`src/rtl/mux_sel_serializer_if.sv`:
```
// Byte-in / bit-select-out bus between an upstream byte source and the serializer.
//   load_valid, din, hold : driven by the upstream (master)
//   load_ready            : serializer can take a byte this cycle
//   sel, a, bit_valid     : current select index and selected bit
//   busy, done            : transfer in progress / one-cycle completion pulse
interface mux_sel_serializer_if;
    logic       load_valid;
    logic [7:0] din;
    logic       hold;
    logic       load_ready;
    logic [2:0] sel;
    logic       a;
    logic       bit_valid;
    logic       busy;
    logic       done;

    modport master (
        output load_valid, din, hold,
        input  load_ready, sel, a, bit_valid, busy, done
    );

    modport slave (
        input  load_valid, din, hold,
        output load_ready, sel, a, bit_valid, busy, done
    );
endinterface

```
`src/rtl/mux_sel_serializer.sv`:
```
// Captures a byte on a valid/ready handshake and walks a 3-bit select index
// across it, one bit per cycle, presenting the selected bit alongside the index.
//   clk        : single clock, rising edge
//   rst        : asynchronous active-high reset
//   bus.slave  : load_valid/din/hold in; load_ready/sel/a/bit_valid/busy/done out
// LSB_FIRST = 1 walks sel 0..7, LSB_FIRST = 0 walks sel 7..0.
module mux_sel_serializer #(
    parameter bit LSB_FIRST = 1'b1
) (
    input  logic                 clk,
    input  logic                 rst,
    mux_sel_serializer_if.slave  bus
);

    localparam int unsigned DATA_W = 8;
    localparam int unsigned SEL_W  = 3;

    localparam logic [SEL_W-1:0] FIRST_IDX = LSB_FIRST ? SEL_W'(0) : SEL_W'(DATA_W - 1);
    localparam logic [SEL_W-1:0] LAST_IDX  = LSB_FIRST ? SEL_W'(DATA_W - 1) : SEL_W'(0);

    typedef enum logic [1:0] {
        IDLE  = 2'd0,
        SHIFT = 2'd1,
        DONE  = 2'd2
    } state_e;

    state_e              state_q, state_d;
    logic [SEL_W-1:0]    sel_q, sel_d;
    logic [DATA_W-1:0]   cap_q, cap_d;
    logic                load_ready_q, load_ready_d;
    logic                bit_valid_q, bit_valid_d;
    logic                busy_q, busy_d;
    logic                done_q, done_d;
    logic                a_q, a_d;

    // State, datapath and registered outputs
    always_ff @(posedge clk or posedge rst) begin
        if (rst) begin
            state_q      <= IDLE;
            sel_q        <= FIRST_IDX;
            cap_q        <= '0;
            load_ready_q <= 1'b1;
            bit_valid_q  <= 1'b0;
            busy_q       <= 1'b0;
            done_q       <= 1'b0;
            a_q          <= 1'b0;
        end else begin
            state_q      <= state_d;
            sel_q        <= sel_d;
            cap_q        <= cap_d;
            load_ready_q <= load_ready_d;
            bit_valid_q  <= bit_valid_d;
            busy_q       <= busy_d;
            done_q       <= done_d;
            a_q          <= a_d;
        end
    end

    // Next state, next select index and next output values
    always_comb begin
        state_d = state_q;
        sel_d   = sel_q;
        cap_d   = cap_q;

        case (state_q)
            IDLE: begin
                sel_d = FIRST_IDX;
                if (bus.load_valid && load_ready_q) begin
                    state_d = SHIFT;
                    cap_d   = bus.din;
                end
            end
            SHIFT: begin
                // hold freezes both sel and the captured byte
                if (!bus.hold) begin
                    if (sel_q == LAST_IDX) begin
                        state_d = DONE;
                    end else if (LSB_FIRST) begin
                        sel_d = sel_q + SEL_W'(1);
                    end else begin
                        sel_d = sel_q - SEL_W'(1);
                    end
                end
            end
            DONE: begin
                state_d = IDLE;
                sel_d   = FIRST_IDX;
            end
            default: begin
                state_d = IDLE;
                sel_d   = FIRST_IDX;
            end
        endcase

        // Outputs are registered from the next-state values so they line up
        // with the state they describe.
        load_ready_d = (state_d == IDLE);
        bit_valid_d  = (state_d == SHIFT);
        busy_d       = (state_d == SHIFT) || (state_d == DONE);
        done_d       = (state_d == DONE);
        a_d          = cap_d[sel_d];
    end

    assign bus.load_ready = load_ready_q;
    assign bus.bit_valid  = bit_valid_q;
    assign bus.busy       = busy_q;
    assign bus.done       = done_q;
    assign bus.sel        = sel_q;
    assign bus.a          = a_q;

endmodule
```
`src/flat_wrapper.sv`:
```
// flat-port wrapper written by rule: the top's interface ports become plain ports
module mux_sel_serializer_flat 
#(
    parameter bit LSB_FIRST = 1'b1
)
  (clk, rst, bus_load_valid, bus_din, bus_hold, bus_load_ready, bus_sel, bus_a, bus_bit_valid, bus_busy, bus_done);
  mux_sel_serializer_if bus_i ();
  input  logic clk;
  input  logic rst;
  input wire logic [$bits(bus_i.load_valid)-1:0] bus_load_valid;
  input wire logic [$bits(bus_i.din)-1:0] bus_din;
  input wire logic [$bits(bus_i.hold)-1:0] bus_hold;
  output wire logic [$bits(bus_i.load_ready)-1:0] bus_load_ready;
  output wire logic [$bits(bus_i.sel)-1:0] bus_sel;
  output wire logic [$bits(bus_i.a)-1:0] bus_a;
  output wire logic [$bits(bus_i.bit_valid)-1:0] bus_bit_valid;
  output wire logic [$bits(bus_i.busy)-1:0] bus_busy;
  output wire logic [$bits(bus_i.done)-1:0] bus_done;
  assign bus_i.load_valid = bus_load_valid;
  assign bus_i.din = bus_din;
  assign bus_i.hold = bus_hold;
  assign bus_load_ready = bus_i.load_ready;
  assign bus_sel = bus_i.sel;
  assign bus_a = bus_i.a;
  assign bus_bit_valid = bus_i.bit_valid;
  assign bus_busy = bus_i.busy;
  assign bus_done = bus_i.done;
  mux_sel_serializer #(.LSB_FIRST(LSB_FIRST)) u_core (.clk(clk), .rst(rst), .bus(bus_i));
endmodule
```
`config.mk`:
```
export PLATFORM = sky130hd
export DESIGN_NAME = mux_sel_serializer_flat
export DESIGN_NICKNAME = d
export VERILOG_FILES = /design/src/rtl/mux_sel_serializer_if.sv /design/src/rtl/mux_sel_serializer.sv /design/src/flat_wrapper.sv
export SDC_FILE = /design/constraint.sdc
export NUM_CORES = 1
export LEC_CHECK = 0
export BUFFER_PORTS_ARGS = -buffer_cell sky130_fd_sc_hd__buf_2
export CORE_AREA = 2 2 44 46
export DETAILED_ROUTE_END_ITERATION = 12
export DIE_AREA = 0 0 46 48
export GPL_TIMING_DRIVEN = 0
export PLACE_DENSITY_LB_ADDON = 0.1
export SKIP_LAST_GASP = 1
export SLEW_MARGIN = 15
export SYNTH_ARGS = -nofsm -noshare
export SYNTH_HDL_FRONTEND = slang
export SYNTH_SLANG_ARGS = --single-unit
```
`constraint.sdc`:
```
create_clock -name clk -period 2.04 [get_ports clk]
set_input_delay 0 -clock clk [delete_from_list [all_inputs] [get_ports clk]]
set_output_delay 0 -clock clk [all_outputs]
set_load 0.03 [all_outputs]
```
==> results of run 1 <==
cell usage in the layout (no fill, tap or decap), drive strengths merged, types with 2 or more instances in the layout:
master / count
mux2: 11
ha: 4
nor2b: 3
dlygate4sd3: 9
inv: 4
and2: 2
dfrtp: 17
a21oi: 3
o21ai: 3
buf: 22
clkbuf: 4
kinds of logic (layout without fill, tap and decap cells):
family | count (synthesis) | count (layout)
buffers and inverters | 5 | 39
adders and majority gates | 4 | 4
and+or+nand+nor | 10 | 10
muxes | 13 | 13
AOI/OAI and AO/OA | 8 | 8
xor gates and xnor gates | 1 | 1
DFF | 18 | 18
cells in the mapped netlist:
master    count
o21ai_0       3
mux2_2       11
xor2_1        1
buf_6         1
ha_1          4
dfrtp_1      17
a21oi_1       2
nand2_1       1
a211o_1       1
a21oi_2       1
inv_1         4
nor2b_1       3
a31oi_1       1
nand3b_1      1
and2_1        1
mux4_2        1
nor2_1        1
and4bb_2      1
and2_2        1
dfstp_2       1
mux2i_2       1
or3b_1        1
final cells by class:
| type | count | share of cell area |
|---|---|---|
| well taps | 17 | 0.0195 |
| repair buffers | 30 | 0.183 |
| clock buffers | 4 | 0.0332 |
| plain buffers | 1 | 0.0103 |
| multi-input cells | 36 | 0.326 |
| inverters | 4 | 0.0137 |
| flip-flops and latches | 18 | 0.414 |
what timing repair did:
item / 4_1_cts / 5_1_grt
pin swaps: 1 / 1
setup endpoints to repair: 1 / 1
endpoints found under the hold margin: 25 / 0
resized for setup: 1 / 3
setup buffers: 0 / 2
hold buffers: 9 / 0
how the worst max path moves through the flow:
| stage | to | slack [ps] | depth (start not counted) |
|---|---|---|---|
| finish | u_core.bus.a | 80 | 6 |
| global route | u_core.bus.a | -10 | 6 |
| CTS | u_core.bus.a | 20 | 6 |
| detailed placement | u_core.bus.a | -20 | 6 |
| global placement | u_core.bus.a | 40 | 6 |
| floorplan | u_core.bus.a | 40 | 6 |
worst max-delay path, cell delays in order (launching register included):
cell and delay, ps:
dfrtp_2 440, ha_1 240, a21oi_4 230, mux2i_4 290, mux2_2 360, o21ai_0 170
a31oi_1 110
metal layers:
metal,GRT usage,vias to the layer above
met5,0,-
met1,0.208,270
li1,-,275
met3,0.0226,2
met4,0.103,0
met2,0.217,12
sequential cells by signal (all words and copies together), names as in the netlist:
| name | count |
|---|---|
| u_core.bus.a | 1 |
| u_core.bus.bit_valid | 1 |
| u_core.bus.busy | 1 |
| u_core.bus.done | 1 |
| u_core.bus.load_ready | 1 |
| u_core.bus.sel | 3 |
| u_core.cap_q | 8 |
| u_core.state_q | 2 |
through the flow:
step           instances  area (µm²)  hold slack [ps]  setup TNS, ps  power [mW]
5_1_grt              110        1090             96.7          -11.6        1.65
2_1_floorplan         59         816            -62.2              0        1.09
4_1_cts              108        1070             67.1              0        1.49
3_3_place_gp          95         932              123              0        1.23
3_5_place_dp          95         932              126          -20.0        1.26
6_report             110        1090             99.1              0        1.53
power by group:
group	switching, mW	internal (mW)	leakage (nW)
Sequential	0.0886	0.518	0.214
Combinational	0.364	0.348	0.301
Clock	0.105	0.109	0.0210
==> flow_summary.toml, run 1 <==
[flow_run]
drv_cap = 0

[setup_path]
r2r-end = "u_core.bus.a"
start_kind = "flop"
cp.arrival_ps = 2120
cp.required_ps = 2200
worstRegToRegCells = 6
rrSetupSlack_ps = 80
worst-setup-path-type = "flop to flop"
r2r-start = "u_core.bus.sel[0]"
crit_start = "u_core.bus.sel[0]"
cp_max_fo = 3
cp-end-kind = "flop"

[place]
portBuffers = 19
pre_cts_slack_ps = -20.0
gp_congestion = 0.701
dpl.hpwl_mm = 1.02

[sta]
drv_slew = 0
finalCritPeriodShare = 0.961
max_freq_ghz = 0.510
timing.final.crit_period_ps = 1960
setup_violations = 0
worstMarginPinSlew_ps = 654
fin_ws_ps = 80.6
max_slew_margin = 0.564
final.setup_skew_ps = 5.26
hold_viol_final = 0

[synth]
syn-num-nets = 75
synth_top_area_share = 0.522
netlist_area_um2 = 815
synth_compound_area_frac = 0.0599
synth_mux_area_frac = 0.197
synth.area.top_cells = "dfrtp_1, mux2_2, ha_1"
netlist_instances = 59
synth_top_family_by_area = "multiplexers"
synthAdderAreaFrac = 0.0614
synth_cell_type_count = 22
syn_area_per_cell_um2 = 13.8
ys_seq_area_frac = 0.555
synth-simple-area-share = 0.0845
synth_xor_area_frac = 0.0108
yosys.area.top_type = "dfrtp_1"
synth-seq-cells = 18
ys_warn_count = 0

[global_route]
grt_pass1_vias = 512
grt_pass1_wl_mm = 2.21
overflow = 0
grt_use_total = 0.150
antenna_found_initial = 0
grt_max_degree = 19

[finish]
nFillCells = 143
seqCellArea_um2 = 453
n_antenna_cell = 0
final_nets = 110
fin_util = 0.647
area_growth_syn_to_layout_pct = 34.3
layout-drive-gt1-share = 0.473
multi_input_area_um2 = 357

[die]
dieArea_um2 = 2210
die_h_um = 48
rows = 15
dieWidth_um = 46
design.core.area_um2 = 1690
start_util = 0.482
io_pins = 20

[route]
ant_nets = 0
wl_per_cell_um = 12.8
detail_route.first_pass.iterations = 4
wl_met3_um = 51
vias = 559
wl_met1_um = 647
viasPerCell = 5.08
drt_iter0_markers = 4
drt_wl_total_mm = 1.40
wl_met2_um = 692
drc = 0
top_layer = "met4"

[outcome]
status = "finished, final reports clean"

[clock_tree]
tritoncts = "built"
htreeDepth = 1
clockBufferDepth = 2
cts_buffers = 3
worstSkewPairLatency_ps = 290
clk_pin_slew_worst_paths_ps = 100
clock_sinks = 18
cts_root_buf = "clkbuf_4"

[hold_path]
holdPathStages = 3
min-delay-path-class = "primary input to flop"
hold-path-endpoint = "u_core.bus.sel[0]"
min_from = "bus_hold"

[pwr]
vdd_drop_max_mv = 0.695
powerDensity_nw_per_um2 = 1400
leakage_nw = 0.536
(Power assumes the default switching activity.)
==> inputs of run 2 (changes only) <==
--- a/config.mk
+++ b/config.mk
@@ -5,10 +5,12 @@
 export SDC_FILE = /design/constraint.sdc
 export NUM_CORES = 1
 export LEC_CHECK = 0
+export ABC_AREA = 1
+export ABC_CLOCK_PERIOD_IN_PS = 2040
 export BUFFER_PORTS_ARGS = -buffer_cell sky130_fd_sc_hd__buf_2
-export CORE_AREA = 2 2 44 46
+export CORE_AREA = 2 2 46 48
 export DETAILED_ROUTE_END_ITERATION = 12
-export DIE_AREA = 0 0 46 48
+export DIE_AREA = 0 0 48 50
 export GPL_TIMING_DRIVEN = 0
 export PLACE_DENSITY_LB_ADDON = 0.1
 export SKIP_LAST_GASP = 1
==> run 2 against run 1 <==
The flow now finishes with violations (hold timing); clock skew rose by 9.2 ps; largest cell class unchanged; flip-flop and latch count unchanged; core utilization shrank 6.5 points; critical path type unchanged; setup slack improved by 320 ps; sequential share of layout area fell by 0.67 points; highest routed layer unchanged; non-clock buffer count shrank 11.
==> flow_summary.toml, run 2 <==
[setup_path]
cp_common_cell = "inv_1"
crit_start = "u_core.bus.sel[0]"
cp.arrival_ps = 1820
crit_buf_inv = 3
worst-setup-path-type = "flop to flop"
cp-end-kind = "flop"
rrSetupSlack_ps = 400
cp_top_family = "adder cells"
r2r-start = "u_core.bus.sel[0]"
cp_max_fo = 5
start_kind = "flop"
cp.required_ps = 2220
worstRegToRegCells = 8
cp_slowest_cell = "dfrtp_1"
r2r-end = "u_core.bus.busy"
max_stage_delay_ps = 440
path_cells = "ha_1 > inv_1 > nor2_1 > inv_1 > nor2_1 > o21ai_1 > inv_1 > ha_1"

[finish]
largest_reg_flops = 8
n_antenna_cell = 0
area_growth_syn_to_layout_pct = 17.5
final_common_cell = "nand2_1"
layout-drive-gt1-share = 0.252
final_nets = 156
final_cell_mix = "nand2_1, inv_1, buf_2, dfrtp_1, nand3b_1"
nFillCells = 189
final_area_um2 = 1110
largest-register = "u_core.cap_q"
seqCellArea_um2 = 452
multi_input_area_um2 = 383

[global_route]
grt_use_total = 0.174
grt_max_degree = 19
antenna_found_initial = 0
grt_pass1_vias = 755
grt_pass1_wl_mm = 2.93
overflow = 0

[route]
wl_per_cell_um = 9.78
drt_iter0_markers = 6
detail_route.first_pass.iterations = 4
drt_wl_total_mm = 1.62
drc = 0
vias = 750
ant_nets = 0
viasPerCell = 4.52

[die]
io_pins = 20
start_util = 0.496
rows = 16
dieWidth_um = 48
die_h_um = 50
dieArea_um2 = 2400
design.core.area_um2 = 1900

[synth]
ys_seq_area_frac = 0.479
yosys.area.top_type = "dfrtp_1"
synthTopCellsByCount = "nand2_1, inv_1, dfrtp_1, nand3b_1, nand3_1"
ys_warn_count = 0
syn-num-nets = 131
netlist_area_um2 = 943
netlist_instances = 115
synth_top_area_share = 0.451
syn_area_per_cell_um2 = 8.20
synth.most_common_cell = "nand2_1"
synth-seq-cells = 18
synth_edf_count = 0
synthArstFlopShare = 1.00
synth_cell_type_count = 16
synthFlopType = "dfrtp_1"
synth.area.top_cells = "dfrtp_1, nand2_1, inv_1"

[sta]
max_freq_ghz = 0.611
timing.final.crit_period_ps = 1640
setup_violations = 0
final.setup_skew_ps = 14.5
hold_viol_final = 1
worstMarginPinSlew_ps = 658
rsz0062_at_grt = "no"
setup_tns_ps = 0
holdWs_ps = -5.10
max_slew_margin = 0.561
finalCritPeriodShare = 0.802
drv_slew = 0

[outcome]
violations = "hold timing"
status = "finished, violations left"

[clock_tree]
htreeDepth = 1
cts_root_buf = "clkbuf_4"
clock_sinks = 18
worstSkewPairLatency_ps = 300
tritoncts = "built"
post_cts_buffers = 0
cts_hold_buf = 1
cts_buffers = 3
post_cts_resized = 0
clk_pin_slew_worst_paths_ps = 110
clockBufferDepth = 2

[pwr]
leakage_nw = 0.650
vdd_drop_max_mv = 0.664
powerDensity_nw_per_um2 = 1410

[place]
placed_area_um2 = 1070
dpl.hpwl_mm = 1.28
portBuffers = 19
gp_congestion = 0.767

[flow_run]
drv_cap = 0

[hold_path]
min-delay-path-class = "primary input to flop"
min_from = "bus_din[1]"
hold-path-endpoint = "u_core.cap_q[1]"
holdPathStages = 4
## run 2: cell types whose count changed after synthesis, sizes merged, moves of 2 or more
| cell | change |
|---|---|
| nand3 | +7 |
| nor2b | -3 |
| o21ai | -2 |
| nand3b | +7 |
| mux2 | -11 |
| inv | +25 |
| nor2 | +6 |
| nand2 | +37 |
| and2 | -2 |
## run 2: power breakdown
| part | total (mW) | switching, mW | internal, mW | leakage, nW |
|---|---|---|---|---|
| Sequential | 0.571 | 0.0624 | 0.508 | 0.205 |
| Combinational | 0.809 | 0.545 | 0.264 | 0.431 |
| Clock | 0.184 | 0.108 | 0.0762 | 0.0150 |
| Total | 1.56 | 0.715 | 0.848 | 0.650 |
## run 2: final cells by class
cell class,instances,area share
sequential,18,0.407
multi-input combinational,68,0.345
inverter,29,0.0982
timing repair buffer,20,0.0948
tap,27,0.0305
clock buffer,4,0.0237
## run 2: how the worst max path moves through the flow
stage                 endpoint  slack [ps]  depth (start not counted)
2_1_floorplan  u_core.bus.busy         400                          8
3_3_place_gp   u_core.bus.busy         450                          8
3_5_place_dp   u_core.bus.busy         410                          8
4_1_cts        u_core.bus.busy         390                          8
5_1_grt        u_core.bus.busy         200                          8
6_report       u_core.bus.busy         400                          8
## run 2: layer usage
layer / vias to the layer above / global-route usage / part of all wire
met4: 0 / 0.0676 / 0.021
met5: - / 0 / 0
met1: 342 / 0.193 / 0.43
li1: 389 / - / -
met3: 4 / 0.0549 / 0.034
met2: 15 / 0.296 / 0.51
## run 2: logic make-up (layout without fill, tap and decap cells)
logic type,Yosys count,after routing,synth area share
and+or+nand+nor,60,60,0.320
DFF,18,18,0.479
AOI/OAI and AO/OA,4,4,0.0332
buffers and inverters,29,53,0.115
adders and majority gates,4,4,0.0531
## run 2: tightest hold or removal path: cells and delay by family
kind / cells / cell delay [ps]
simple gates: 2 / 150
buf+inv: 2 / 130
## run 2: stage by stage
stage	hold WS [ps]	power (mW)	instances	worst slack [ps]	util
final	-5.10	1.56	166	404	0.583
after global routing	5.14	1.71	166	200	0.583
after CTS	5.14	1.58	166	388	0.583
after detailed placement	130	1.40	161	406	0.564
after global placement	131	1.37	161	454	0.564
after floorplan	-62.2	1.21	115	397	-
